`config.mk`:
```
export PLATFORM = sky130hd
export DESIGN_NAME = multi_glide_flat
export DESIGN_NICKNAME = d
export VERILOG_FILES = /design/src/rtl/multi_glide_if.sv /design/src/rtl/multi_glide.sv /design/src/flat_wrapper.sv
export SDC_FILE = /design/constraint.sdc
export NUM_CORES = 1
export LEC_CHECK = 0
export ABC_AREA = 1
export BUFFER_PORTS_ARGS = -buffer_cell sky130_fd_sc_hd__clkbuf_2
export CORE_MARGIN = 2
export CORE_UTILIZATION = 30
export DETAILED_ROUTE_END_ITERATION = 16
export PLACE_DENSITY = 0.47
export SLEW_MARGIN = 20
export SYNTH_ARGS = -nofsm -noshare
export SYNTH_HDL_FRONTEND = slang
export SYNTH_SLANG_ARGS = --single-unit
```
`constraint.sdc`:
```
create_clock -name CLK -period 19.22 [get_ports CLK]
set_input_delay 3.844 -clock CLK [delete_from_list [all_inputs] [get_ports CLK]]
set_output_delay 3.844 -clock CLK [all_outputs]
set_load 0.02 [all_outputs]
```
`src/rtl/multi_glide_if.sv`:
```
// Configuration-write and status bundle for the multi-channel glide engine.
// The master side drives writes and sample ticks; the slave side is the engine.
interface multi_glide_if #(
    parameter int unsigned WIDTH    = 16,
    parameter int unsigned CHANNELS = 4
);
    localparam int unsigned CH_W = (CHANNELS > 1) ? $clog2(CHANNELS) : 1;

    logic                      tick;
    logic                      wr_en;
    logic [CH_W-1:0]           wr_ch;
    logic [WIDTH-1:0]          wr_target;
    logic [WIDTH-1:0]          wr_rate;
    logic                      wr_mode;
    logic                      wr_snap;
    logic [CHANNELS*WIDTH-1:0] out;
    logic [CHANNELS-1:0]       settled;
    logic                      busy;
    logic                      overrun;

    modport master (
        output tick, wr_en, wr_ch, wr_target, wr_rate, wr_mode, wr_snap,
        input  out, settled, busy, overrun
    );

    modport slave (
        input  tick, wr_en, wr_ch, wr_target, wr_rate, wr_mode, wr_snap,
        output out, settled, busy, overrun
    );
endinterface

```
`src/rtl/multi_glide.sv`:
```
// Multi-channel portamento engine: one shared datapath slews each channel's
// frequency word toward its target, one channel per cycle after each sample tick.
module multi_glide #(
    parameter int unsigned WIDTH    = 16,
    parameter int unsigned CHANNELS = 4
) (
    input  logic          CLK,
    input  logic          RESET,
    multi_glide_if.slave  bus
);
    localparam int unsigned CH_W = (CHANNELS > 1) ? $clog2(CHANNELS) : 1;
    localparam int unsigned DW   = WIDTH + 1;

    typedef enum logic [0:0] {S_IDLE, S_SWEEP} state_t;

    state_t          r_state, w_state_nxt;
    logic [CH_W-1:0] r_ch, w_ch_nxt;
    logic            r_busy, w_busy_nxt;
    logic            r_overrun, w_overrun_nxt;
    logic            w_upd;

    logic [WIDTH-1:0] r_cur    [CHANNELS];
    logic [WIDTH-1:0] r_target [CHANNELS];
    logic [WIDTH-1:0] r_rate   [CHANNELS];
    logic             r_mode   [CHANNELS];

    logic [WIDTH-1:0] w_cur, w_tgt, w_rate, w_next;
    logic             w_mode;
    logic [DW-1:0]    w_d, w_shift, w_step, w_sum;

    // Sweep sequencer state register
    always_ff @(posedge CLK) begin
        if (RESET) begin
            r_state   <= S_IDLE;
            r_ch      <= '0;
            r_busy    <= 1'b0;
            r_overrun <= 1'b0;
        end else begin
            r_state   <= w_state_nxt;
            r_ch      <= w_ch_nxt;
            r_busy    <= w_busy_nxt;
            r_overrun <= w_overrun_nxt;
        end
    end

    // Sweep sequencer next-state: walk channels ascending, flag ticks that land mid-sweep
    always_comb begin
        w_state_nxt   = r_state;
        w_ch_nxt      = r_ch;
        w_overrun_nxt = r_overrun;
        w_upd         = 1'b0;
        case (r_state)
            S_IDLE: begin
                if (bus.tick) begin
                    w_state_nxt = S_SWEEP;
                    w_ch_nxt    = '0;
                end
            end
            S_SWEEP: begin
                w_upd = 1'b1;
                if (bus.tick) begin
                    w_overrun_nxt = 1'b1;
                end
                if (r_ch == CH_W'(CHANNELS - 1)) begin
                    w_state_nxt = S_IDLE;
                    w_ch_nxt    = '0;
                end else begin
                    w_ch_nxt = r_ch + CH_W'(1);
                end
            end
            default: begin
                w_state_nxt = S_IDLE;
                w_ch_nxt    = '0;
            end
        endcase
        w_busy_nxt = (w_state_nxt == S_SWEEP);
    end

    // Shared step datapath; one bit of headroom so the clamp never wraps
    always_comb begin
        w_cur   = r_cur[r_ch];
        w_tgt   = r_target[r_ch];
        w_rate  = r_rate[r_ch];
        w_mode  = r_mode[r_ch];
        w_d     = (w_cur > w_tgt) ? (DW'(w_cur) - DW'(w_tgt)) : (DW'(w_tgt) - DW'(w_cur));
        w_shift = w_d >> w_rate[3:0];
        if (w_mode) begin
            w_step = ((w_shift == '0) && (w_d != '0)) ? DW'(1) : w_shift;
        end else begin
            w_step = DW'(w_rate);
        end
        w_sum  = DW'(w_cur) + w_step;
        w_next = w_cur;
        if (w_cur < w_tgt) begin
            w_next = (w_sum >= DW'(w_tgt)) ? w_tgt : w_sum[WIDTH-1:0];
        end else if (w_cur > w_tgt) begin
            w_next = (w_step >= w_d) ? w_tgt : (w_cur - w_step[WIDTH-1:0]);
        end
    end

    // Channel registers; a snap write is ordered last so it overrides the sweep result
    always_ff @(posedge CLK) begin
        if (RESET) begin
            for (int k = 0; k < CHANNELS; k++) begin
                r_cur[k]    <= '0;
                r_target[k] <= '0;
                r_rate[k]   <= '0;
                r_mode[k]   <= 1'b0;
            end
        end else begin
            for (int k = 0; k < CHANNELS; k++) begin
                if (w_upd && (r_ch == CH_W'(k))) begin
                    r_cur[k] <= w_next;
                end
                if (bus.wr_en && (bus.wr_ch == CH_W'(k))) begin
                    r_target[k] <= bus.wr_target;
                    r_rate[k]   <= bus.wr_rate;
                    r_mode[k]   <= bus.wr_mode;
                    if (bus.wr_snap) begin
                        r_cur[k] <= bus.wr_target;
                    end
                end
            end
        end
    end

    for (genvar g = 0; g < CHANNELS; g++) begin : g_out
        assign bus.out[g*WIDTH +: WIDTH] = r_cur[g];
        assign bus.settled[g]            = (r_cur[g] == r_target[g]);
    end

    assign bus.busy    = r_busy;
    assign bus.overrun = r_overrun;
endmodule

```
`src/flat_wrapper.sv`:
```
// flat-port wrapper written by rule: the top's interface ports become plain ports
module multi_glide_flat 
#(
    parameter int unsigned WIDTH    = 16,
    parameter int unsigned CHANNELS = 4
)
  (CLK, RESET, bus_tick, bus_wr_en, bus_wr_ch, bus_wr_target, bus_wr_rate, bus_wr_mode, bus_wr_snap, bus_out, bus_settled, bus_busy, bus_overrun);
  multi_glide_if #(.WIDTH(WIDTH), .CHANNELS(CHANNELS)) bus_i ();
  input  logic CLK;
  input  logic RESET;
  input wire logic [$bits(bus_i.tick)-1:0] bus_tick;
  input wire logic [$bits(bus_i.wr_en)-1:0] bus_wr_en;
  input wire logic [$bits(bus_i.wr_ch)-1:0] bus_wr_ch;
  input wire logic [$bits(bus_i.wr_target)-1:0] bus_wr_target;
  input wire logic [$bits(bus_i.wr_rate)-1:0] bus_wr_rate;
  input wire logic [$bits(bus_i.wr_mode)-1:0] bus_wr_mode;
  input wire logic [$bits(bus_i.wr_snap)-1:0] bus_wr_snap;
  output wire logic [$bits(bus_i.out)-1:0] bus_out;
  output wire logic [$bits(bus_i.settled)-1:0] bus_settled;
  output wire logic [$bits(bus_i.busy)-1:0] bus_busy;
  output wire logic [$bits(bus_i.overrun)-1:0] bus_overrun;
  assign bus_i.tick = bus_tick;
  assign bus_i.wr_en = bus_wr_en;
  assign bus_i.wr_ch = bus_wr_ch;
  assign bus_i.wr_target = bus_wr_target;
  assign bus_i.wr_rate = bus_wr_rate;
  assign bus_i.wr_mode = bus_wr_mode;
  assign bus_i.wr_snap = bus_wr_snap;
  assign bus_out = bus_i.out;
  assign bus_settled = bus_i.settled;
  assign bus_busy = bus_i.busy;
  assign bus_overrun = bus_i.overrun;
  multi_glide #(.WIDTH(WIDTH), .CHANNELS(CHANNELS)) u_core (.CLK(CLK), .RESET(RESET), .bus(bus_i));
endmodule
```
# Word-level counts from Yosys, hierarchy flattened
# Memory sizes are Yosys's and may differ from the RTL's. A register that Yosys moved wholly into a read port is not among the register bits.
# Index checks and enable logic that the tools add are counted.
[word_totals]
latch_bits = 0
ramBits = 196
out_inout_bits = 70
mem_bits_ro = 0
in_bits = 40
ff_bits = 4
memories = 4
wordCells = 144
[classes]
mux = 81
multipliers = 0
bitwise = 21
addsub = 5
n_reduce_logical = 14
n_div = 0
eq_ne = 11
magnitude_cmp = 4
n_shift = 1
[memory_table]
columns = ["memory", "depth", "word_bits", "rd", "rd_ports_with_merged_regs", "write_ports", "line_no", "source"]
rows = [
  ["u_core.r_cur", 4, 16, 5, 1, 4, "multi_glide.sv:22", "logic [WIDTH-1:0] r_cur [CHANNELS];"],
  ["u_core.r_rate", 4, 16, 1, 1, 4, "multi_glide.sv:24", "logic [WIDTH-1:0] r_rate [CHANNELS];"],
  ["u_core.r_target", 4, 16, 5, 1, 4, "multi_glide.sv:23", "logic [WIDTH-1:0] r_target [CHANNELS];"],
  ["u_core.r_mode", 4, 1, 1, 1, 4, "multi_glide.sv:25", "logic r_mode [CHANNELS];"],
]
[op_table]
columns = ["cell", "count"]
rows = [
  ["16-bit 2-to-1 mux", 20],
  ["16-bit equality test", 4],
  ["17-bit 2-to-1 mux", 3],
  ["1-bit 2-to-1 mux", 46],
  ["16-bit by 16-bit subtractor with 17-bit output", 2],
  ["2-bit 2-to-1 mux", 10],
  ["1-bit bitwise OR", 20],
  ["16-bit by 17-bit adder with 17-bit output", 1],
  ["17-bit by 16-bit greater-or-equal comparator with 1-bit output", 1],
  ["17-bit greater-or-equal comparator", 1],
  ["17-bit zero test", 1],
  ["17-bit nonzero test", 1],
  ["17-bit by 4-bit right shift with 17-bit output", 1],
  ["16-bit greater-than comparator", 1],
  ["16-bit < comparator", 1],
  ["16-bit subtractor", 1],
  ["1-bit logical AND", 9],
  ["2-bit equality test (second input constant)", 4],
  ["2-bit by 1-bit equality test with 1-bit output (second input constant)", 2],
  ["2-bit zero test", 2],
  ["2-bit one-hot mux with 2 select lines", 1],
  ["2-bit by 1-bit adder with 2-bit output (second input constant)", 1],
  ["2-bit != test (second input constant)", 1],
  ["1-bit one-hot mux with 2 select lines", 1],
  ["other kinds (2)", 2],
]

# Logic depth before layout (Yosys ltp)
[depth]
ltp_word = 13
depth_mapped = 57
ltp_nobuf = 52

# Worst setup path before layout
# No wires, ideal clock.
[synth_path]
path_type = "register to register"
start = "register with a tool-made name"
end = "memory u_core.r_cur[3][6] (data pin)"
setup_slack_ns = 11.557
period_less_slack_ns = 7.663
arrival_ns = 7.410
path_buffers = 6
stages_incl_launch_ff = 52
setup_time_ns = 0.253
required_ns = 18.967
path_cell_list = "dfxtp_1 buf_2 clkbuf_1 clkbuf_1 clkbuf_1 a21oi_1 a32oi_1 inv_1 ha_1 nand2_1 inv_2 nand2_1 nand3_1 a21oi_2 nand2_8 nand2_4 buf_2 nand2_1 (+16 left out) o21ai_0 a21oi_1 o21ai_0 xor2_1 inv_1 ha_1 nand2_1 inv_1 o21bai_1 a31o_2 nand2_1 a21oi_1 clkbuf_1 nand3b_1 nand3_1 nand2_1 nand2_1 nand2_1"
[synth_rtl]
columns = ["item", "line_no"]
rows = [
  ["end: declaration", "multi_glide.sv:22"],
]

==> impl_metrics.xml <==
<?xml version="1.0" encoding="UTF-8"?>
<metrics>
  <group name="status">
    <metric name="outcome" unit="">complete, no violations</metric>
  </group>
  <group name="clock_network">
    <metric name="cts_hold_buffers" unit="">0</metric>
    <metric name="cts_tree" unit="">built</metric>
    <metric name="cts.sink_count" unit="">202</metric>
    <metric name="clock_latency" unit="ns">0.51</metric>
    <metric name="cts.clk_slew.worst_paths" unit="ns">0.07</metric>
    <metric name="postCtsSetupBuffers" unit="">0</metric>
    <metric name="root_buffer" unit="">clkbuf_16</metric>
    <metric name="cts-buffers-inserted" unit="">20</metric>
    <metric name="cts-resized-gates" unit="">0</metric>
    <metric name="level_count_of_the_clock_h_tree" unit="">1</metric>
    <metric name="cts_max_path_buffers" unit="">3</metric>
  </group>
  <group name="floorplanning">
    <metric name="die_x" unit="microns">236</metric>
    <metric name="core" unit="sq mm">0.0535</metric>
    <metric name="start_util" unit="">0.302</metric>
    <metric name="die-height" unit="microns">236</metric>
    <metric name="std_cell_rows" unit="">85</metric>
    <metric name="ios" unit="">110</metric>
    <metric name="die_area" unit="sq mm">0.0557</metric>
  </group>
  <group name="sta">
    <metric name="timing.hold.ws" unit="ns">0.471</metric>
    <metric name="timing_worst_slew_pin_value" unit="ns">1.15</metric>
    <metric name="fmaxAchievable" unit="GHz">0.0844</metric>
    <metric name="timing_hold_violations_final" unit="">0</metric>
    <metric name="clock_skew" unit="ns">0.0118</metric>
    <metric name="worst_slack" unit="ns">7.37</metric>
    <metric name="maxSlewHeadroom" unit="">0.234</metric>
    <metric name="layout_min_cycle_time" unit="ns">11.85</metric>
    <metric name="final_min_period_over_clock_period" unit="">0.616</metric>
    <metric name="setup_total_negative_slack" unit="ns">0</metric>
    <metric name="finalSetupViolations" unit="">0</metric>
    <metric name="maxSlewViolCount" unit="">0</metric>
    <metric name="grt_setup_unrepaired" unit="">false</metric>
  </group>
  <group name="placed_design">
    <metric name="gp_congestion" unit="">0.946</metric>
    <metric name="port_buffers" unit="">109</metric>
    <metric name="post-place-ws" unit="ns">7.66</metric>
    <metric name="dp.final_hpwl" unit="microns">51700</metric>
  </group>
  <group name="routing">
    <metric name="route.detailed.vias_per_inst" unit="">5.25</metric>
    <metric name="drt_first_pass_iters" unit="">6</metric>
    <metric name="postRouteWirelength" unit="microns">67900</metric>
    <metric name="violation_count_after_the_first_detailed_routing_iteration" unit="">1605</metric>
    <metric name="wire_per_inst" unit="microns">22.8</metric>
    <metric name="routed-via-count" unit="">15600</metric>
    <metric name="total_drc_errors_in_the_routed_layout" unit="">0</metric>
    <metric name="ant_nets" unit="">0</metric>
  </group>
  <group name="power_and_ir_drop">
    <metric name="clock_power_share" unit="">0.179</metric>
    <metric name="power_frac_seq" unit="">0.232</metric>
    <metric name="static-leakage-power" unit="nW">8.43</metric>
    <metric name="power.combinational.fraction" unit="">0.589</metric>
    <metric name="ir_drop_worst_vdd" unit="V">0.0000620</metric>
    <metric name="p_total" unit="W">0.00240</metric>
    <metric name="internal-power" unit="W">0.00118</metric>
    <metric name="powerDensity" unit="mW/mm^2">132</metric>
    <metric name="sw_frac_of_total" unit="">0.508</metric>
    <metric name="power.net_switching" unit="W">0.00122</metric>
  </group>
  <group name="worst_hold_path">
    <metric name="worst_hold_startpoint" unit="">u_core.bus.overrun</metric>
    <metric name="hold_path.class" unit="">flip-flop to flip-flop</metric>
  </group>
  <group name="flow_run">
    <metric name="max_cap_viol_count" unit="">0</metric>
  </group>
  <group name="critical_path">
    <metric name="worst-endpoint-required" unit="ns">19.60</metric>
    <metric name="worstSetupPathType" unit="">flip-flop to flip-flop</metric>
    <metric name="critical_path.endpoint_type" unit="">flip-flop</metric>
    <metric name="critical_path.startpoint_type" unit="">flip-flop</metric>
    <metric name="cp_common_cell" unit="">nand2_1</metric>
    <metric name="critical-path-slowest-cell" unit="">a21oi_2</metric>
    <metric name="top_family_by_delay_on_critical_path" unit="">simple AND/OR/NAND/NOR gates</metric>
    <metric name="total_buffers_and_inverters_traversed_by_the_critical_path" unit="">5</metric>
    <metric name="critical_path.max_fanout" unit="">55</metric>
    <metric name="arrival" unit="ns">12.23</metric>
    <metric name="cp_slowest_stage_delay" unit="ns">0.88</metric>
  </group>
  <group name="synth">
    <metric name="synth_nets" unit="">2342</metric>
    <metric name="synth-warning-count" unit="">0</metric>
    <metric name="ys_seq_elements" unit="">202</metric>
    <metric name="ys_seq_area_frac" unit="">0.372</metric>
    <metric name="syn_avg_cell_area" unit="sq um">7.34</metric>
    <metric name="synth_top_area_frac" unit="">0.365</metric>
    <metric name="main_synth_ff_type" unit="">edfxtp_1</metric>
    <metric name="synth_cells" unit="">2199</metric>
    <metric name="netlist-cell-type-count" unit="">59</metric>
    <metric name="yosys-top-cells-area" unit="">edfxtp_1 36%, nand2_1 15%, ha_1 7.7%</metric>
    <metric name="post_synth_edffs" unit="">196</metric>
    <metric name="synth.cell_area" unit="sq mm">0.0161</metric>
    <metric name="synth-async-reset-ratio" unit="">0</metric>
    <metric name="synth.largest_area_cell" unit="">edfxtp_1</metric>
  </group>
  <group name="grt">
    <metric name="overflow" unit="">0</metric>
    <metric name="vias_in_the_first_global_route" unit="">15300</metric>
    <metric name="antenna_found_initial" unit="">0</metric>
    <metric name="global_route_usage_over_all_layers" unit="">0.238</metric>
    <metric name="grt_start_max_net_pins" unit="">62</metric>
    <metric name="grt_first_pass_wirelength" unit="microns">99400</metric>
  </group>
  <group name="finish">
    <metric name="layout.cells.most_common" unit="">nand2_1</metric>
    <metric name="layout_common_cells" unit="">655 x nand2_1, 243 x inv_1, 231 x nor2_1</metric>
    <metric name="fraction_of_final_layout_cells_sized_beyond_drive_strength_1" unit="">0.0989</metric>
    <metric name="num_antenna_cells" unit="">0</metric>
    <metric name="final.fill_count" unit="">5786</metric>
    <metric name="areaGrowthSynthToFinish" unit="%">12.4</metric>
    <metric name="num-nets-final" unit="">2414</metric>
  </group>
</metrics>
## path summary, 6_finish.rpt
path | slack [ns] | cells after the start | end
worst max-delay path | 7.37 | 42 | u_core.r_cur[0][3]
worst max register to register | 7.37 | 42 | u_core.r_cur[0][3]
worst min register to register | 0.47 | 2 | u_core.bus.overrun
worst min-delay path | 0.47 | 2 | u_core.bus.overrun
## cells in the mapped netlist, types with 4 or more instances
| cell | number |
|---|---|
| xnor2_1 | 52 |
| ha_1 | 99 |
| nand2_4 | 5 |
| nand2_2 | 4 |
| o21ai_0 | 57 |
| clkbuf_1 | 61 |
| a32oi_1 | 34 |
| xor2_1 | 35 |
| nor4_1 | 5 |
| o22ai_1 | 5 |
| nand3b_1 | 5 |
| a22oi_1 | 6 |
| nand4_1 | 32 |
| a32o_1 | 5 |
| buf_1 | 14 |
| clkinv_1 | 5 |
| inv_2 | 9 |
| nor2_1 | 231 |
| fa_1 | 4 |
| or2_2 | 14 |
| dfxtp_1 | 6 |
| o21bai_1 | 5 |
| nand3_2 | 5 |
| o21ai_1 | 31 |
| nand2_1 | 659 |
| inv_1 | 243 |
| a21oi_1 | 131 |
| a211oi_1 | 4 |
| nand3_1 | 170 |
| edfxtp_1 | 196 |
| buf_2 | 9 |
| nor3_1 | 16 |
## kinds of logic after synthesis
logic type | Yosys count | synth area share
adder cells (fa/ha/maj) | 103 | 0.0817
buffers and inverters | 345 | 0.0823
AND/OR/NAND/NOR | 1155 | 0.301
multiplexers | 1 | 0.000620
flip-flops | 202 | 0.372
XOR/XNOR | 88 | 0.0482
AO/OA/AOI/OAI | 305 | 0.114
## tightest hold or removal path, stage by stage (launching register included)
cell     delay, ns
dfxtp_1       0.33
a21oi_1       0.04
nor2_1        0.07
## power groups by stage
stage / Sequential [W] / Clock (W) / Combinational (W)
5_1_grt: 0.000558 / 0.000449 / 0.00155
3_3_place_gp: 0.000564 / 0 / 0.00140
6_report: 0.000555 / 0.000430 / 0.00141
2_1_floorplan: 0.000563 / 0 / 0.000926
3_5_place_dp: 0.000564 / 0 / 0.00139
4_1_cts: 0.000555 / 0.000433 / 0.00140
## per-stage QoR
step	std cells	util	area [sq um]
2_1_floorplan	2199	-	16100
3_3_place_gp	2944	0.326	17400
3_5_place_dp	2945	0.326	17400
4_1_cts	2980	0.339	18100
5_1_grt	2980	0.339	18100
6_report	2980	0.339	18100
## final cells by class
class | count | area, sq um | share of cell area
Sequential cell | 202 | 6010 | 0.331
Multi-Input combinational cell | 1652 | 8830 | 0.487
Clock buffer | 22 | 529 | 0.0292
Timing Repair Buffer | 138 | 763 | 0.0421
Inverter | 257 | 965 | 0.0532
Clock inverter | 13 | 166 | 0.00918
Tap cell | 696 | 871 | 0.0480
## flip-flops by register name (all words and copies together), names as in the netlist, named ones only
signal              cells
u_core.bus.overrun      1
u_core.r_cur           64
u_core.r_ch             2
u_core.r_mode           4
u_core.r_target        64
u_core.r_rate          64
u_core.bus.busy         1
## per-layer routing
layer / up-vias / routed length, microns / GRT usage
li1: 7418 / - / -
met1: 7477 / 29500 / 0.316
met2: 617 / 32100 / 0.407
met3: 125 / 3710 / 0.0200
met4: 0 / 2610 / 0.0822
met5: - / 0 / 0
Note: power is estimated with default switching activity, not from simulation.
